==> config.mk <==
export PLATFORM = sky130hd
export DESIGN_NAME = arf_frame_driver
export DESIGN_NICKNAME = d
export VERILOG_FILES = /design/src/rtl/arf_pkg.sv /design/src/rtl/arf_result_emitter.sv /design/src/rtl/arf_frame_driver.sv
export SDC_FILE = /design/constraint.sdc
export NUM_CORES = 1
export LEC_CHECK = 0
export BUFFER_PORTS_ARGS = -buffer_cell sky130_fd_sc_hd__buf_2
export CAP_MARGIN = 20
export CORE_MARGIN = 2
export CORE_UTILIZATION = 55
export DETAILED_ROUTE_END_ITERATION = 8
export PLACE_DENSITY = 0.85
export SYNTH_ARGS = -nofsm -noshare
export SYNTH_HDL_FRONTEND = slang
export SYNTH_SLANG_ARGS = --single-unit
==> constraint.sdc <==
create_clock -name clk -period 4.61 [get_ports clk]
set_clock_uncertainty 0.05 [all_clocks]
set_input_delay 0.922 -clock clk [delete_from_list [all_inputs] [get_ports clk]]
set_output_delay 0.922 -clock clk [all_outputs]
set_load 0.005 [all_outputs]
==> src/rtl/arf_pkg.sv <==
// arf_pkg: shared constants and types for the arf_variance frame driver.
// Optional feature macro used by this block: ARF_FRAME_DRIVER_CHECKSUM_EN.
package arf_pkg;

    localparam int ARF_N_IN  = 8;
    localparam int ARF_IN_W  = 16;
    localparam int ARF_OUT_W = 64;

    typedef enum logic [1:0] {
        COLLECT = 2'd0,
        WAIT    = 2'd1,
        EMIT    = 2'd2
    } arf_state_t;

    typedef logic [15:0] arf_sample_t;
    typedef logic [63:0] arf_result_t;

    // Index of the final result beat of a frame.
`ifdef ARF_FRAME_DRIVER_CHECKSUM_EN
    localparam logic [1:0] ARF_LAST_BEAT = 2'd2;
`else
    localparam logic [1:0] ARF_LAST_BEAT = 2'd1;
`endif

endpackage

==> src/rtl/arf_result_emitter.sv <==
// arf_result_emitter: captures the datapath results and streams them out as
// a short valid/ready burst (res_a, res_b and, with
// ARF_FRAME_DRIVER_CHECKSUM_EN defined, a checksum beat).
module arf_result_emitter
    import arf_pkg::*;
(
    input  logic        clk,
    input  logic        rst,
    input  logic        capture,
    input  arf_result_t res_a,
    input  arf_result_t res_b,
    input  logic        m_ready,
    output logic        m_valid,
    output arf_result_t m_data,
    output logic        m_last,
    output logic        done
);

    arf_result_t cap_a;
    arf_result_t cap_b;
    logic [1:0]  beat;
    arf_result_t next_data;

`ifdef ARF_FRAME_DRIVER_CHECKSUM_EN
    logic [15:0] frame_count;

    // Completed-frame counter folded into the checksum beat; wraps naturally.
    always_ff @(posedge clk) begin
        if (rst)
            frame_count <= '0;
        else if (done)
            frame_count <= frame_count + 16'd1;
    end
`endif

    // Final beat handed over to the sink ends the frame.
    assign done = m_valid & m_ready & m_last;

    // Data for the beat following the current one.
    always_comb begin
        next_data = cap_b;
`ifdef ARF_FRAME_DRIVER_CHECKSUM_EN
        if (beat == 2'd1)
            next_data = cap_a ^ cap_b ^ {48'b0, frame_count};
`endif
    end

    // Capture results, then advance one beat per accepted transfer; beats
    // stay registered and stable while the sink stalls.
    always_ff @(posedge clk) begin
        if (rst) begin
            cap_a   <= '0;
            cap_b   <= '0;
            beat    <= '0;
            m_valid <= 1'b0;
            m_data  <= '0;
            m_last  <= 1'b0;
        end else if (capture) begin
            cap_a   <= res_a;
            cap_b   <= res_b;
            beat    <= '0;
            m_valid <= 1'b1;
            m_data  <= res_a;
            m_last  <= 1'b0;
        end else if (m_valid && m_ready) begin
            if (m_last) begin
                m_valid <= 1'b0;
                m_last  <= 1'b0;
                beat    <= '0;
            end else begin
                beat    <= beat + 2'd1;
                m_data  <= next_data;
                m_last  <= ((beat + 2'd1) == ARF_LAST_BEAT);
            end
        end
    end

endmodule

==> src/rtl/arf_frame_driver.sv <==
// arf_frame_driver: gathers N_IN serial samples into a parallel frame for the
// arf_variance datapath, waits SETTLE cycles, then streams the results out.
// Optional feature macro: ARF_FRAME_DRIVER_CHECKSUM_EN (adds a checksum beat).
module arf_frame_driver
    import arf_pkg::*;
#(
    parameter int N_IN   = ARF_N_IN,
    parameter int IN_W   = ARF_IN_W,
    parameter int OUT_W  = ARF_OUT_W,
    parameter int SETTLE = 2
) (
    input  logic                 clk,
    input  logic                 rst,
    input  logic                 s_valid,
    output logic                 s_ready,
    input  logic [IN_W-1:0]      s_data,
    output logic [N_IN*IN_W-1:0] frame_data,
    output logic                 frame_valid,
    input  logic [OUT_W-1:0]     res_a,
    input  logic [OUT_W-1:0]     res_b,
    output logic                 m_valid,
    input  logic                 m_ready,
    output logic [OUT_W-1:0]     m_data,
    output logic                 m_last
);

    localparam int          IDX_W    = $clog2(N_IN);
    localparam logic [IDX_W-1:0] IDX_LAST = IDX_W'(N_IN - 1);
    localparam logic [3:0]  SETTLE_L = 4'(SETTLE);

    arf_state_t                    state;
    logic [IDX_W-1:0]              idx;
    logic [N_IN-1:0][IN_W-1:0]     slots;
    logic [3:0]                    cnt;
    logic                          capture;
    logic                          done;

    assign frame_data = slots;

    // Results are sampled on the WAIT cycle whose settle count has run out.
    assign capture = (state == WAIT) && (cnt == 4'd0);

    // Collection and settle-timing FSM; one frame in flight at a time.
    always_ff @(posedge clk) begin
        if (rst) begin
            state       <= COLLECT;
            idx         <= '0;
            slots       <= '0;
            frame_valid <= 1'b0;
            s_ready     <= 1'b1;
            cnt         <= '0;
        end else begin
            case (state)
                COLLECT: begin
                    if (s_valid && s_ready) begin
                        slots[idx] <= s_data;
                        if (idx == IDX_LAST) begin
                            idx         <= '0;
                            frame_valid <= 1'b1;
                            s_ready     <= 1'b0;
                            cnt         <= SETTLE_L;
                            state       <= WAIT;
                        end else begin
                            idx <= idx + 1'b1;
                        end
                    end
                end
                WAIT: begin
                    if (cnt == 4'd0)
                        state <= EMIT;
                    else
                        cnt <= cnt - 4'd1;
                end
                EMIT: begin
                    if (done) begin
                        frame_valid <= 1'b0;
                        s_ready     <= 1'b1;
                        state       <= COLLECT;
                    end
                end
                default: state <= COLLECT;
            endcase
        end
    end

    arf_result_emitter u_emit (
        .clk     (clk),
        .rst     (rst),
        .capture (capture),
        .res_a   (res_a),
        .res_b   (res_b),
        .m_ready (m_ready),
        .m_valid (m_valid),
        .m_data  (m_data),
        .m_last  (m_last),
        .done    (done)
    );

endmodule

==> results of run 1 <==
-- per-stage QoR --
step | cell area [µm²] | cells | utilization, % | worst slack [ns] | hold slack (ns)
6_report | 13570 | 1741 | 69.07 | 1.955 | 0.4194
4_1_cts | 13560 | 1737 | 69.02 | 1.988 | 0.4236
2_1_floorplan | 11110 | 1200 | - | 2.501 | 0.4044
3_3_place_gp | 12710 | 1692 | 64.65 | 1.795 | 0.4056
5_1_grt | 13570 | 1741 | 69.07 | 1.833 | 0.4398
3_5_place_dp | 12710 | 1692 | 64.65 | 1.734 | 0.4079
-- flip-flops by register name, summed over array words and instances, names as in the netlist --
signal and flops:
frame_data 128, u_emit.cap_b 64, u_emit.m_data 64, cnt 4
idx 3, state 2, u_emit.beat 2, frame_valid 1
s_ready 1, u_emit.m_last 1, u_emit.m_valid 1
-- power by group --
part           internal, mW  switching, mW  leakage, nW  total, mW
clock                  1.26          0.884        0.418       2.14
sequential             2.37         0.0174         2.19       2.38
combinational         0.114          0.125         3.56      0.240
-- per-layer routing --
| metal | GRT usage [%] | share of wire [%] | routed length [µm] | vias up |
|---|---|---|---|---|
| li1 | - | - | - | 4695 |
| met1 | 34.99 | 40 | 12740 | 4730 |
| met2 | 47.05 | 48 | 15130 | 460 |
| met3 | 5.188 | 7.3 | 2305 | 90 |
| met4 | 13.20 | 4.5 | 1427 | 0 |
| met5 | 0 | 0 | 0 | - |
-- critical path, delay by kind of cell, from the launching register on --
family	cells	cell delay, ns
AND/OR/NAND/NOR	2	1.04
buffers and inverters	2	0.63
flip-flops	1	0.32
adder cells (fa/ha/maj)	1	0.28
AO/OA/AOI/OAI	1	0.11
-- path summary, 6_finish.rpt --
path                            end  slack [ns]  cells after the start
hold / removal       frame_data[86]        0.42                      2
setup / recovery  u_emit.m_data[28]        1.95                      6
setup reg to reg  u_emit.m_data[28]        1.95                      6
hold reg to reg      frame_data[86]        0.42                      2
-- cells by family (layout without fill, tap and decap cells) --
family                     after synthesis  in the layout
DFF                                    271            271
AOI/OAI and AO/OA                      210            210
adders and majority gates                4              4
muxes                                  132            132
and+or+nand+nor                        450            450
other                                    0              4
buffers and inverters                  133            405
-- area by class of cell --
cell class	instances	area [µm²]
Fill cell	1502	6080
Multi-Input combinational cell	796	5101
Tap cell	265	331.6
Sequential cell	271	5429
Timing Repair Buffer	355	1826
Clock buffer	41	810.8
Clock inverter	4	47.55
Inverter	5	18.77
Antenna cell	4	10.01
-- layout by cell type (no fill, tap or decap), drive strengths merged, types with 2 or more instances in the layout --
cell type / netlist / layout
a21oi: 71 / 71
a311oi: 64 / 64
and3b: 2 / 2
and4b: 3 / 3
buf: 66 / 355
clkbuf: 62 / 41
clkinv: 0 / 2
dfxtp: 271 / 271
diode: 0 / 4
ha: 4 / 4
inv: 5 / 5
mux2i: 132 / 132
nand2: 133 / 133
nand2b: 147 / 147
nand3: 68 / 68
nand3b: 5 / 5
nor2: 9 / 9
nor2b: 4 / 4
nor3: 68 / 68
nor3b: 2 / 2
nor4bb: 2 / 2
o21ai: 68 / 68
or3: 2 / 2
-- synth_stat cells, drive strengths merged --
| cell | count | area, µm² |
|---|---|---|
| and3 | 1 | 6.260 |
| and4b | 3 | 30.03 |
| a21oi | 71 | 355.3 |
| nand4b | 1 | 8.760 |
| nor4bb | 2 | 20.02 |
| nand4bb | 1 | 11.26 |
| dfxtp | 271 | 5425 |
| nand3 | 68 | 370.4 |
| nand4 | 1 | 21.27 |
| nor2b | 4 | 25.02 |
| mux2i | 132 | 1321 |
| and3b | 2 | 17.52 |
| inv | 5 | 18.77 |
| o21ai | 68 | 340.3 |
| nand2b | 147 | 919.6 |
| a211oi | 1 | 7.510 |
| o32ai | 1 | 8.760 |
| nor2 | 9 | 33.78 |
| a221oi | 1 | 8.760 |
| a31oi | 1 | 6.260 |
| nor3 | 68 | 340.3 |
| a21o | 1 | 7.510 |
| and4bb | 1 | 12.51 |
| clkbuf | 62 | 232.7 |
| nand3b | 5 | 37.54 |
| buf | 66 | 364.1 |
| ha | 4 | 50.05 |
| a311oi | 64 | 560.5 |
| o2bb2ai | 1 | 8.760 |
| nor3b | 2 | 15.01 |
| or3 | 2 | 12.51 |
| nand2 | 133 | 499.2 |
| a41o | 1 | 10.01 |
==> metrics.md, run 1 <==
| Metric | Value |
|---|---|
| FMAX | `roughly 380 MHz` |
| Vias in the first global route | `9504` |
| Synth warn | `0` |
| Clock root buffer | `clkbuf_16` |
| Outcome | `finished, final reports clean` |
| Setup tns final | `0 ns` |
| Period minus WS final | `2.655 ns` |
| Mean Syn Cell Area | `approximately 9.3 µm²` |
| Total clock sinks | `271` |
| Cell Area, Synth | `11110 µm²` |
| Worst path cell trace | `inv_1 > ha_1 > nand4bb_4 > buf_4 > nor3_1 > a311oi_1` |
| IO Pins | `around 340` |
| Reg2reg start | `cnt[0]` |
| DPL Wire Length | `20120 µm` |
| Initial antenna violation count | `4` |
| CTS buffer count | `28` |
| Final Wtd Congestion | `0.8491` |
| Critical path peak fanout | `65` |
| Slew Limit Fails | `0` |
| Per-cell routed wire length | `roughly 18 µm` |
| Layout cell share with drive strength beyond 1 | `a little over a quarter` |
| Setup bufs post-CTS | `0` |
| Hold wc startpoint | `frame_data[86]` |
| Fin. Hold Viols | `0` |
| Post-synthesis mux area share | `11.90%` |
| Setup crit end kind | `register` |
| Slowest CP cell | `nand4bb_4` |
| Worst Setup SP | `cnt[0]` |
| Crit path launch type | `register` |
| Mapped Cells | `1200` |
| Die H | `146.1 µm` |
| RSZ-0062 raised after global routing | `no` |
| Seq cells post-synth | `about 270` |
| Worst hold path type | `register to register` |
| Worst VDD drop | `0.0002194 V` |
| Routed vias | `9975` |
| Layout net count | `between 1500 and 2000` |
| GRT overflow | `0` |
| Post_cts resized | `0` |
| Reported max-cap violation count | `0` |
| Detail Route Antenna Nets | `0` |
| Post-Synth Simple-Gate Area | `21.44%` |
| Sequential share of the synthesized area | `48.85%` |
| Syn_nets | `~1400` |
| CTS tree | `built` |
| Adder-Cell Fraction of Synth Area | `0.4506%` |
| Worst-skew pair later-pin latency | `0.53 ns` |
| Buffers on Ports | `around 340` |
| Period Utilization, post-route | `just under 60%` |
| # rows | `51` |
| Synth Area in Compound Gates | `between 10% and 20%` |
| Total power | `about 4.8 mW` |
| Die extent in x | `146.1 µm` |
| Final Setup Violations | `0` |
| First-pass GRT wire length | `49540 µm` |
| PwrDens | `351.0 nW/µm²` |
| Reg clk slew, reported paths | `0.06 ns` |
| Initial DRC count | `around 760` |
| Drt drc | `0` |
| Largest family of logic cells by synthesized area | `simple AND/OR/NAND/NOR gates` |
| Gr usage total | `28.01%` |
| Synth-to-layout area growth | `22.21%` |
| Worst Path Required | `approximately 4.9 ns` |
| P_leak | `6.170 nW` |
| CTS Hold Bufs | `0` |
| Core area | `19650 µm²` |
| Normalized max-slew margin | `approximately a quarter` |
| Final wirelength | `31600 µm` |
| Post-Synth XOR/XNOR Area | `0%` |
| Worst slew pin tran | `1.114 ns` |
| Bufs on Longest Clock Path | `3` |
| Vias/cell | `5.729` |
| Initial Util | `56.51%` |
| Yosys cell types | `39` |
| Setup CP Type | `register to register` |
| H-tree lvl count | `1` |
| First drt pass iteration count | `5` |
| Crit-path max cell delay | `~0.72 ns` |
| Die ar. | `21350 µm²` |
| Arrival @ worst endpoint | `between 2 and 3 ns` |
| Largest net degree at the start of global routing | `189` |
Power figures use the tool's default switching activity.
==> run 2: changes to the inputs <==
--- a/config.mk
+++ b/config.mk
@@ -5,12 +5,13 @@
 export SDC_FILE = /design/constraint.sdc
 export NUM_CORES = 1
 export LEC_CHECK = 0
+export ABC_AREA = 1
 export BUFFER_PORTS_ARGS = -buffer_cell sky130_fd_sc_hd__buf_2
 export CAP_MARGIN = 20
 export CORE_MARGIN = 2
-export CORE_UTILIZATION = 55
+export CORE_UTILIZATION = 46
 export DETAILED_ROUTE_END_ITERATION = 8
-export PLACE_DENSITY = 0.85
+export PLACE_DENSITY = 0.77
 export SYNTH_ARGS = -nofsm -noshare
 export SYNTH_HDL_FRONTEND = slang
 export SYNTH_SLANG_ARGS = --single-unit
==> constraint.sdc (replaced) <==
create_clock -name clk -period 2.35 [get_ports clk]
set_clock_uncertainty 0.05 [all_clocks]
set_input_delay 0.47 -clock clk [delete_from_list [all_inputs] [get_ports clk]]
set_output_delay 0.47 -clock clk [all_outputs]
set_load 0.005 [all_outputs]
==> run 2 against run 1 <==
  * Maximum frequency is 32% higher
  * Flip-flop and latch count stayed put
  * Setup slack worse by 1.6 ns
  * Synthesized cell count is 16% higher
  * Worst hold slack worse by 0.30 ns
  * Area after synthesis is 6.0% lower
  * Combinational power grew to 11 times the previous value
  * Final area is 2.7% lower
  * Critical path depth is 3 higher
  * Utilization is 10 points lower
  * Non-clock buffer count is 11 higher
  * Highest routed layer is now met5
==> metrics.md, run 2 <==
| Metric | Value |
|---|---|
| Post-Place Cells | `1940 (was 1692)` |
| Worst slew pin tran | `0.8109 ns (was 1.114 ns)` |
| Synth-to-layout area growth | `26.48% (was 22.21%)` |
| Commonest non-fill, non-tap cell in the layout | `buf_2 (unchanged)` |
| Worst min-delay path endpoint | `u_emit.cap_b[63] (was frame_data[86])` |
| Post-route cell area | `13210 µm² (was 13570 µm²)` |
| Setup ws final | `0.3372 ns (was 1.955 ns)` |
| Pint | `8.680 mW (was 3.738 mW)` |
| Crit path launch type | `register (unchanged)` |
| Die ar. | `23920 µm² (was 21350 µm²)` |
| Worst VDD drop | `0.0005735 V (was 0.0002194 V)` |
| PwrDens | `928.7 nW/µm² (was 351.0 nW/µm²)` |
| Comb pwr share | `20.7% (was 5.0%)` |
| Setup crit end kind | `register (unchanged)` |
| Slew Limit Fails | `0 (unchanged)` |
| Max FFs per register | `128 (unchanged)` |
| Slowest CP cell | `nor2_4 (was nand4bb_4)` |
| CTS tree | `built (unchanged)` |
| RSZ-0062 raised after global routing | `no (unchanged)` |
| Async SR Flop Fraction | `0% (unchanged)` |
| GRT overflow | `0 (unchanged)` |
| Clock root buffer | `clkbuf_16 (unchanged)` |
| Per-cell routed wire length | `15.50 µm (was 18.15 µm)` |
| Outcome | `finished, final reports clean (unchanged)` |
| Fin. Hold Viols | `0 (unchanged)` |
| Post-synth EDFFs | `0 (unchanged)` |
| Cell Count, Final, Fillers Out | `1992 (was 1741)` |
| Final wirelength | `30870 µm (was 31600 µm)` |
| Core area | `22430 µm² (was 19650 µm²)` |
| Reg power frac | `43.6% (was 50.0%)` |
| Vias/cell | `5.107 (was 5.729)` |
| Top cells by area, synth | `dfxtp_1 (52%), nand2_1 (12%), a21oi_1 (8.2%), nand3_1 (8.2%), nor2_1 (5.2%) (was dfxtp_1 (49%), mux2i_1 (12%), nand2b_1 (8.3%), a311oi_1 (5.0%), nand2_1 (4.5%))` |
| Normalized max-slew margin | `45.94% (was 25.73%)` |
| First drt pass iteration count | `5 (unchanged)` |
| Initial DRC count | `701 (was 763)` |
| Bufs on Longest Clock Path | `3 (unchanged)` |
| Die H | `154.7 µm (was 146.1 µm)` |
| Buffers on Ports | `343 (unchanged)` |
| Vias in the first global route | `9520 (was 9504)` |
| Largest net degree at the start of global routing | `166 (was 189)` |
| Synth warn | `0 (unchanged)` |
| Initial Util | `46.54% (was 56.51%)` |
| FMAX | `496.8 MHz (was 376.6 MHz)` |
| Setup tns final | `0 ns (unchanged)` |
| Total power | `12.26 mW (was 4.765 mW)` |
| Arrival @ worst endpoint | `2.44 ns (was 2.97 ns)` |
| Post_cts resized | `0 (unchanged)` |
| Reported max-cap violation count | `0 (unchanged)` |
| P_leak | `6.034 nW (was 6.170 nW)` |
| Mapped Cells | `1397 (was 1200)` |
| Layout cell share with drive strength beyond 1 | `27.17% (was 27.38%)` |
| Final Setup Violations | `0 (unchanged)` |
| Top cell type's share of synthesized area | `51.96% (was 48.85%)` |
| Sw frac | `29.23% (was 21.55%)` |
| Worst path cell trace | `inv_1 > ha_1 > nand2_1 > nor2_4 > buf_4 > nand2_1 > nand3_1 > inv_1 > nor2_1 (was inv_1 > ha_1 > nand4bb_4 > buf_4 > nor3_1 > a311oi_1)` |
| Final Wtd Congestion | `0.8445 (was 0.8491)` |
| Routed vias | `10170 (was 9975)` |
| Reg-to-Reg End | `u_emit.m_data[59] (was u_emit.m_data[28])` |
| Worst r2r path cells | `9 (was 6)` |
| Gr usage total | `24.81% (was 28.01%)` |
| Yosys cell types | `20 (was 39)` |
| Critical path peak fanout | `23 (was 65)` |
| Total clock sinks | `271 (unchanged)` |
| Seq cells post-synth | `271 (unchanged)` |
| Cell Area, Synth | `10440 µm² (was 11110 µm²)` |
| Placed Area | `12280 µm² (was 12710 µm²)` |
| IO Pins | `344 (unchanged)` |
| Place WS | `0.3141 ns (was 1.734 ns)` |
| Most frequent cells in the layout | `buf_2 (342), nand2_1 (319), dfxtp_1 (271) (was buf_2 (342), dfxtp_1 (270), nand2b_1 (147))` |
| Syn_nets | `1549 (was 1352)` |
| WHS | `0.1212 ns (was 0.4194 ns)` |
| Worst Path Required | `2.78 ns (was 4.92 ns)` |
| Crit-path max cell delay | `0.42 ns (was 0.72 ns)` |
| # rows | `55 (was 51)` |
| Reg clk slew, reported paths | `0.06 ns (about the same)` |
| Synth Flop Type | `dfxtp_1 (unchanged)` |
| Setup bufs post-CTS | `0 (unchanged)` |
| Most frequent cell after synthesis | `nand2_1 (was dfxtp_1)` |
| Worst hold path type | `input port to register (was register to register)` |
| Drt drc | `0 (unchanged)` |
| First-pass GRT wire length | `48600 µm (was 49540 µm)` |
| Hold wc startpoint | `res_b[63] (was frame_data[86])` |
| Cell depth of the worst hold path | `3 (was 2)` |
| Period minus WS final | `2.013 ns (was 2.655 ns)` |
| Period Utilization, post-route | `85.65% (was 57.60%)` |
| Initial antenna violation count | `3 (was 4)` |
| Detail Route Antenna Nets | `0 (unchanged)` |
| Layout net count | `1839 (was 1609)` |
| FF-to-FF setup slack | `0.34 ns (was 1.95 ns)` |
| CTS buffer count | `30 (was 28)` |
| Switching power | `3.585 mW (was 1.027 mW)` |
| Synth top cells by count | `nand2_1 (320), dfxtp_1 (271), a21oi_1 (172), nand3_1 (172), nor2_1 (144) (was dfxtp_1 (271), nand2b_1 (147), nand2_1 (133))` |
| Area leader, netlist | `dfxtp_1 (unchanged)` |
| Die extent in x | `154.7 µm (was 146.1 µm)` |
| Sequential share of the synthesized area | `51.96% (was 48.85%)` |
| Reg2reg start | `cnt[0] (unchanged)` |
| H-tree lvl count | `1 (unchanged)` |
| Setup CP Type | `register to register (unchanged)` |
| DPL Wire Length | `20680 µm (was 20120 µm)` |
| Clk pwr share | `35.8% (was 44.9%)` |
| CTS Hold Bufs | `0 (unchanged)` |
| Worst-skew pair later-pin latency | `0.54 ns (was 0.53 ns)` |
| Mean Syn Cell Area | `7.474 µm² (was 9.256 µm²)` |
| Final Util | `58.87% (was 69.07%)` |
-- run 2: cell types whose count changed in the layout (fill, tap and decap cells not counted), moves of 101 or more --
cell | previous run | this run
nor2_1 | 9 | 144
nand3_1 | 65 | 172
mux2i_1 | 132 | 0
nand2_1 | 132 | 319
nand2b_1 | 147 | 0
a21oi_1 | 71 | 172
-- run 2: critical path: cells and delay by family (launching register included) --
kind | cells | cell delay (ns)
adder cells (fa/ha/maj) | 1 | 0.28
AND/OR/NAND/NOR | 5 | 0.81
flip-flops | 1 | 0.32
buffers and inverters | 3 | 0.49
-- run 2: layout make-up --
type                       count  area [µm²]
antenna                        3       7.507
clock buffer                  44       894.6
timing repair buffer         366        2017
inverter                      89       334.1
fill                        2083        9228
sequential                   271        5425
multi-input combinational    929        4143
tap                          285       356.6
clock inverter                 5       28.78
-- run 2: layer usage --
layer | vias up | track usage (%) | part of all wire [%]
li1 | 5094 | - | -
met1 | 4634 | 32.16 | 42
met2 | 367 | 40.97 | 48
met3 | 76 | 4.623 | 6.7
met4 | 2 | 10.01 | 3.7
met5 | - | 0 | 0.042
-- run 2: how the worst max path moves through the flow --
stage	slack, ns	endpoint	startpoint	cells after the start
final	0.34	u_emit.m_data[59]	cnt[0]	9
after detailed placement	0.31	frame_data[49]	s_valid	8
after global placement	0.38	frame_data[57]	s_valid	8
after global routing	0.15	u_emit.m_data[50]	cnt[0]	9
after CTS	0.33	u_emit.m_data[59]	cnt[0]	9
after floorplan	0.84	frame_data[101]	s_valid	9
-- run 2: cells by family (layout without fill, tap and decap cells) --
kind of cell	count (synthesis)	count (layout)	synth area share (%)
compound gates	273	273	13.11
fa+ha+maj	4	4	0.4793
buf+inv	197	504	8.484
flops	271	271	51.96
other cells	0	3	0
simple gates	652	652	25.97
-- run 2: power by group through the flow --
stage          clock network [mW]  logic [mW]  registers, mW
6_report                     4.39        2.54           5.34
5_1_grt                      4.64        2.87           5.40
4_1_cts                      4.47        2.54           5.34
3_5_place_dp                    0        2.52           5.43
3_3_place_gp                    0        2.48           5.42
2_1_floorplan                   0        1.57           5.45
==> run 3: changes to the inputs <==
--- a/config.mk
+++ b/config.mk
@@ -8,10 +8,13 @@
 export ABC_AREA = 1
 export BUFFER_PORTS_ARGS = -buffer_cell sky130_fd_sc_hd__buf_2
 export CAP_MARGIN = 20
+export CELL_PAD_IN_SITES_DETAIL_PLACEMENT = 0
+export CELL_PAD_IN_SITES_GLOBAL_PLACEMENT = 1
 export CORE_MARGIN = 2
-export CORE_UTILIZATION = 46
+export CORE_UTILIZATION = 32
 export DETAILED_ROUTE_END_ITERATION = 8
-export PLACE_DENSITY = 0.77
+export PLACE_DENSITY_LB_ADDON = 0.1
 export SYNTH_ARGS = -nofsm -noshare
 export SYNTH_HDL_FRONTEND = slang
+export SYNTH_HIERARCHICAL = 1
 export SYNTH_SLANG_ARGS = --single-unit
==> run 3 against run 2 <==
  * Non-clock buffer count down 1
  * Total power increased by 1.5%
  * Flip-flop and latch count unchanged
  * Clock power increased by 18%
  * Maximum frequency up 3.2%
  * Synthesized cell count rose by 9.9%
  * Cell count grew 15%
  * Global-route usage is 5.1 points lower
  * Setup slack improved by 0.063 ns
  * Combinational power shrank 17%
  * Worst hold slack better by 0.048 ns
  * Area after synthesis is 4.4% higher
  * Critical path type unchanged
  * Largest power group is now clock
==> metrics.md, run 3 <==
| Metric | Value |
|---|---|
| Outcome | `finished, final reports clean (unchanged)` |
| First-pass GRT wire length | `55830 µm (was 48600 µm)` |
| Worst path cell trace | `inv_1 > nor2_1 > inv_1 > nor2_4 > inv_4 > nand2_1 > nand2_2 > buf_12 > nor2_1 > nor2_1 (was inv_1 > ha_1 > nand2_1 > nor2_4 > buf_4 > nand2_1 > nand3_1 > inv_1 > nor2_1)` |
| Worst path depth | `10 (was 9)` |
| Mean Syn Cell Area | `7.100 µm² (was 7.474 µm²)` |
| IO Pins | `344 (unchanged)` |
| Yosys cell types | `22 (was 20)` |
| Adder-Cell Fraction of Synth Area | `0.5737% (was 0.4793%)` |
| Largest family of logic cells by synthesized area | `simple AND/OR/NAND/NOR gates (unchanged)` |
| Post-synth EDFFs | `0 (unchanged)` |
| Crit-path most repeated cell | `nor2_1` |
| Seq cells post-synth | `271 (unchanged)` |
| Setup ws final | `0.4005 ns (was 0.3372 ns)` |
| Crit path launch type | `register (unchanged)` |
| Clock root buffer | `clkbuf_16 (unchanged)` |
| GRT overflow | `0 (unchanged)` |
| Arrival @ worst endpoint | `2.29 ns (was 2.44 ns)` |
| Crit-path max cell delay | `0.43 ns (was 0.42 ns)` |
| Max FFs per register | `128 (unchanged)` |
| Family with the most delay on the worst path | `simple AND/OR/NAND/NOR gates (unchanged)` |
| Core area | `33530 µm² (was 22430 µm²)` |
| Commonest non-fill, non-tap cell in the layout | `nand2_1 (was buf_2)` |
| Final Wtd Congestion | `0.7814 (was 0.8445)` |
| Slowest CP cell | `dfxtp_1 (was nor2_4)` |
| Sw frac | `27.94% (was 29.23%)` |
| Setup crit end kind | `register (unchanged)` |
| CTS tree | `built (unchanged)` |
| First drt pass iteration count | `5 (unchanged)` |
| Switching power | `3.477 mW (was 3.585 mW)` |
| Gr usage total | `19.73% (was 24.81%)` |
| Total power | `12.44 mW (was 12.26 mW)` |
| Largest net degree at the start of global routing | `114 (was 166)` |
| Final Setup Violations | `0 (unchanged)` |
| Pint | `8.966 mW (was 8.680 mW)` |
| Buf/Inv on CP | `4 (was 3)` |
| Synth warn | `6 (was 0)` |
| RSZ-0062 raised after global routing | `no (unchanged)` |
| Worst Setup SP | `state[0] (was cnt[0])` |
| Area leader, netlist | `dfxtp_1 (unchanged)` |
| Cell depth of the worst hold path | `3 (unchanged)` |
| Most frequent cell after synthesis | `nand2_1 (unchanged)` |
| Reg2reg start | `state[0] (was cnt[0])` |
| P_leak | `6.844 nW (was 6.034 nW)` |
| Die ar. | `35570 µm² (was 23920 µm²)` |
| Period minus WS final | `1.950 ns (was 2.013 ns)` |
| Die H | `188.6 µm (was 154.7 µm)` |
| Reported max-cap violation count | `0 (unchanged)` |
| Die extent in x | `188.6 µm (was 154.7 µm)` |
| Per-cell routed wire length | `16.02 µm (was 15.50 µm)` |
| Worst Path Required | `2.69 ns (was 2.78 ns)` |
| Sequential share of the synthesized area | `49.75% (was 51.96%)` |
| FF-to-FF setup slack | `0.40 ns (was 0.34 ns)` |
| Vias/cell | `4.597 (was 5.107)` |
| Top cell type's share of synthesized area | `49.75% (was 51.96%)` |
| Post-Place Cells | `2236 (was 1940)` |
| Comb pwr share | `17.0% (was 20.7%)` |
| Vias in the first global route | `9643 (was 9520)` |
| Setup bufs post-CTS | `0 (unchanged)` |
| Layout cell share with drive strength beyond 1 | `23.82% (was 27.17%)` |
| PwrDens | `887.6 nW/µm² (was 928.7 nW/µm²)` |
| Cell Count, Final, Fillers Out | `2296 (was 1992)` |
| Slew Limit Fails | `0 (unchanged)` |
| Worst VDD drop | `0.0004898 V (was 0.0005735 V)` |
| Clk pwr share | `41.6% (was 35.8%)` |
| Top cells by area, synth | `dfxtp_1 (50%), nand2_1 (15%), a21oi_1 (7.9%), nand3_1 (7.8%), nor2_1 (7.3%) (was dfxtp_1 (52%), nand2_1 (12%), a21oi_1 (8.2%), nand3_1 (8.2%), nor2_1 (5.2%))` |
| Normalized max-slew margin | `62.91% (was 45.94%)` |
| Drt drc | `0 (unchanged)` |
| Reg-to-Reg End | `u_emit/m_data[11] (was u_emit.m_data[59])` |
| Worst hold path type | `input port to register (unchanged)` |
| CTS Hold Bufs | `0 (unchanged)` |
| Bufs on Longest Clock Path | `3 (unchanged)` |
| Critical Path End | `u_emit/m_data[11] (was u_emit.m_data[59])` |
| Synth-to-layout area growth | `28.54% (was 26.48%)` |
| Post-Synth XOR/XNOR Area | `0% (unchanged)` |
| Cell Area, Synth | `10910 µm² (was 10440 µm²)` |
| Reg clk slew, reported paths | `0.06 ns (about the same)` |
| Syn_nets | `1689 (was 1549)` |
| Post-synthesis mux area share | `0% (unchanged)` |
| # rows | `67 (was 55)` |
| Final wirelength | `36780 µm (was 30870 µm)` |
| Setup CP Type | `register to register (unchanged)` |
| Worst-skew pair later-pin latency | `0.50 ns (was 0.54 ns)` |
| Buffers on Ports | `343 (unchanged)` |
| Fin. Hold Viols | `0 (unchanged)` |
| Layout net count | `1977 (was 1839)` |
| Most frequent cells in the layout | `nand2_1 (450), buf_2 (342), dfxtp_1 (271) (was buf_2 (342), nand2_1 (319), dfxtp_1 (271))` |
| CTS buffer count | `34 (was 30)` |
| Synth Flop Type | `dfxtp_1 (unchanged)` |
| H-tree lvl count | `2 (was 1)` |
| Initial DRC count | `606 (was 701)` |
| Initial Util | `32.52% (was 46.54%)` |
| Critical path peak fanout | `55 (was 23)` |
| Place WS | `0.3874 ns (was 0.3141 ns)` |
| Mapped Cells | `1536 (was 1397)` |
| Reg power frac | `41.4% (was 43.6%)` |
| Synth Area in Compound Gates | `9.660% (was 13.11%)` |
| Post-Synth Simple-Gate Area | `31.76% (was 25.97%)` |
| DPL Wire Length | `23880 µm (was 20680 µm)` |
| Routed vias | `10550 (was 10170)` |
| Worst r2r path cells | `10 (was 9)` |
| Worst slew pin tran | `0.5563 ns (was 0.8109 ns)` |
| Period Utilization, post-route | `82.96% (was 85.65%)` |
| Total clock sinks | `271 (unchanged)` |
| Detail Route Antenna Nets | `0 (unchanged)` |
| Synth top cells by count | `nand2_1 (450), dfxtp_1 (271), nor2_1 (211) (was nand2_1 (320), dfxtp_1 (271), a21oi_1 (172), nand3_1 (172), nor2_1 (144))` |
| Post_cts resized | `0 (unchanged)` |
| FMAX | `512.9 MHz (was 496.8 MHz)` |
| Async SR Flop Fraction | `0% (unchanged)` |
| Setup tns final | `0 ns (unchanged)` |
| Initial antenna violation count | `1 (was 3)` |
==> run 3: cell count changes after synthesis, moves of 3 or more <==
cell,previous run,this run
nand2_1,320,450
clkbuf_1,52,49
buf_2,27,42
nor2_2,7,3
o21ai_0,92,37
inv_2,37,6
o21ai_1,8,0
inv_1,52,83
buf_4,28,10
buf_6,1,7
nor2_1,144,211
buf_1,0,5
==> run 3: cell families after synthesis <==
family / after synthesis
fa+ha+maj: 5
simple gates: 848
flops: 271
buf+inv: 202
compound gates: 210
==> run 3: final cells by class <==
class / instances / area, µm²
clock inverter: 8 / 67.56
multi-input combinational: 1063 / 4592
clock buffer: 51 / 1059
timing repair buffer: 365 / 1976
sequential: 271 / 5425
fill: 3634 / 19510
tap: 448 / 560.5
inverter: 89 / 336.6
antenna: 1 / 2.502
==> run 3: routing by layer <==
layer	share of wire [%]	GRT usage, %	up-vias	wire (µm)
met5	0	0	-	0
met2	46	31.84	308	16810
met3	7.4	5.383	35	2739
met4	1.4	4.477	0	523
met1	45	26.27	4774	16710
li1	-	-	5437	-
==> run 3: power groups by stage <==
stage               sequential [mW]  combinational (mW)  clock [mW]
floorplan                      5.25                1.34           0
global placement               5.24                2.14           0
detailed placement             5.25                2.14           0
CTS                            5.15                2.15        5.36
global route                   5.19                2.41        5.53
finish                         5.15                2.11        5.18
==> run 3: worst min path at each step <==
stage / start / endpoint / slack [ns]
finish: res_b[30] / u_emit/cap_b[30] / 0.17
CTS: res_b[63] / u_emit/cap_b[63] / 0.14
global placement: frame_data[4] / frame_data[4] / 0.39
global route: rst / state[0] / 0.16
detailed placement: frame_data[14] / frame_data[14] / 0.40
floorplan: u_emit/beat[1] / u_emit/beat[1] / 0.39
==> run 3: stage by stage <==
| stage | hold WS (ns) | util, % | area [µm²] |
|---|---|---|---|
| after floorplan | 0.3918 | - | 10910 |
| after global placement | 0.3943 | 38.44 | 12890 |
| after detailed placement | 0.3996 | 38.44 | 12890 |
| after CTS | 0.1425 | 41.80 | 14020 |
| after global routing | 0.1569 | 41.81 | 14020 |
| final | 0.1689 | 41.81 | 14020 |
==> run 3: worst min-delay path, delay by kind of cell <==
family,cells,cell delay [ns]
buf+inv,1,0.09
simple gates,1,0.05
compound gates,1,0.05
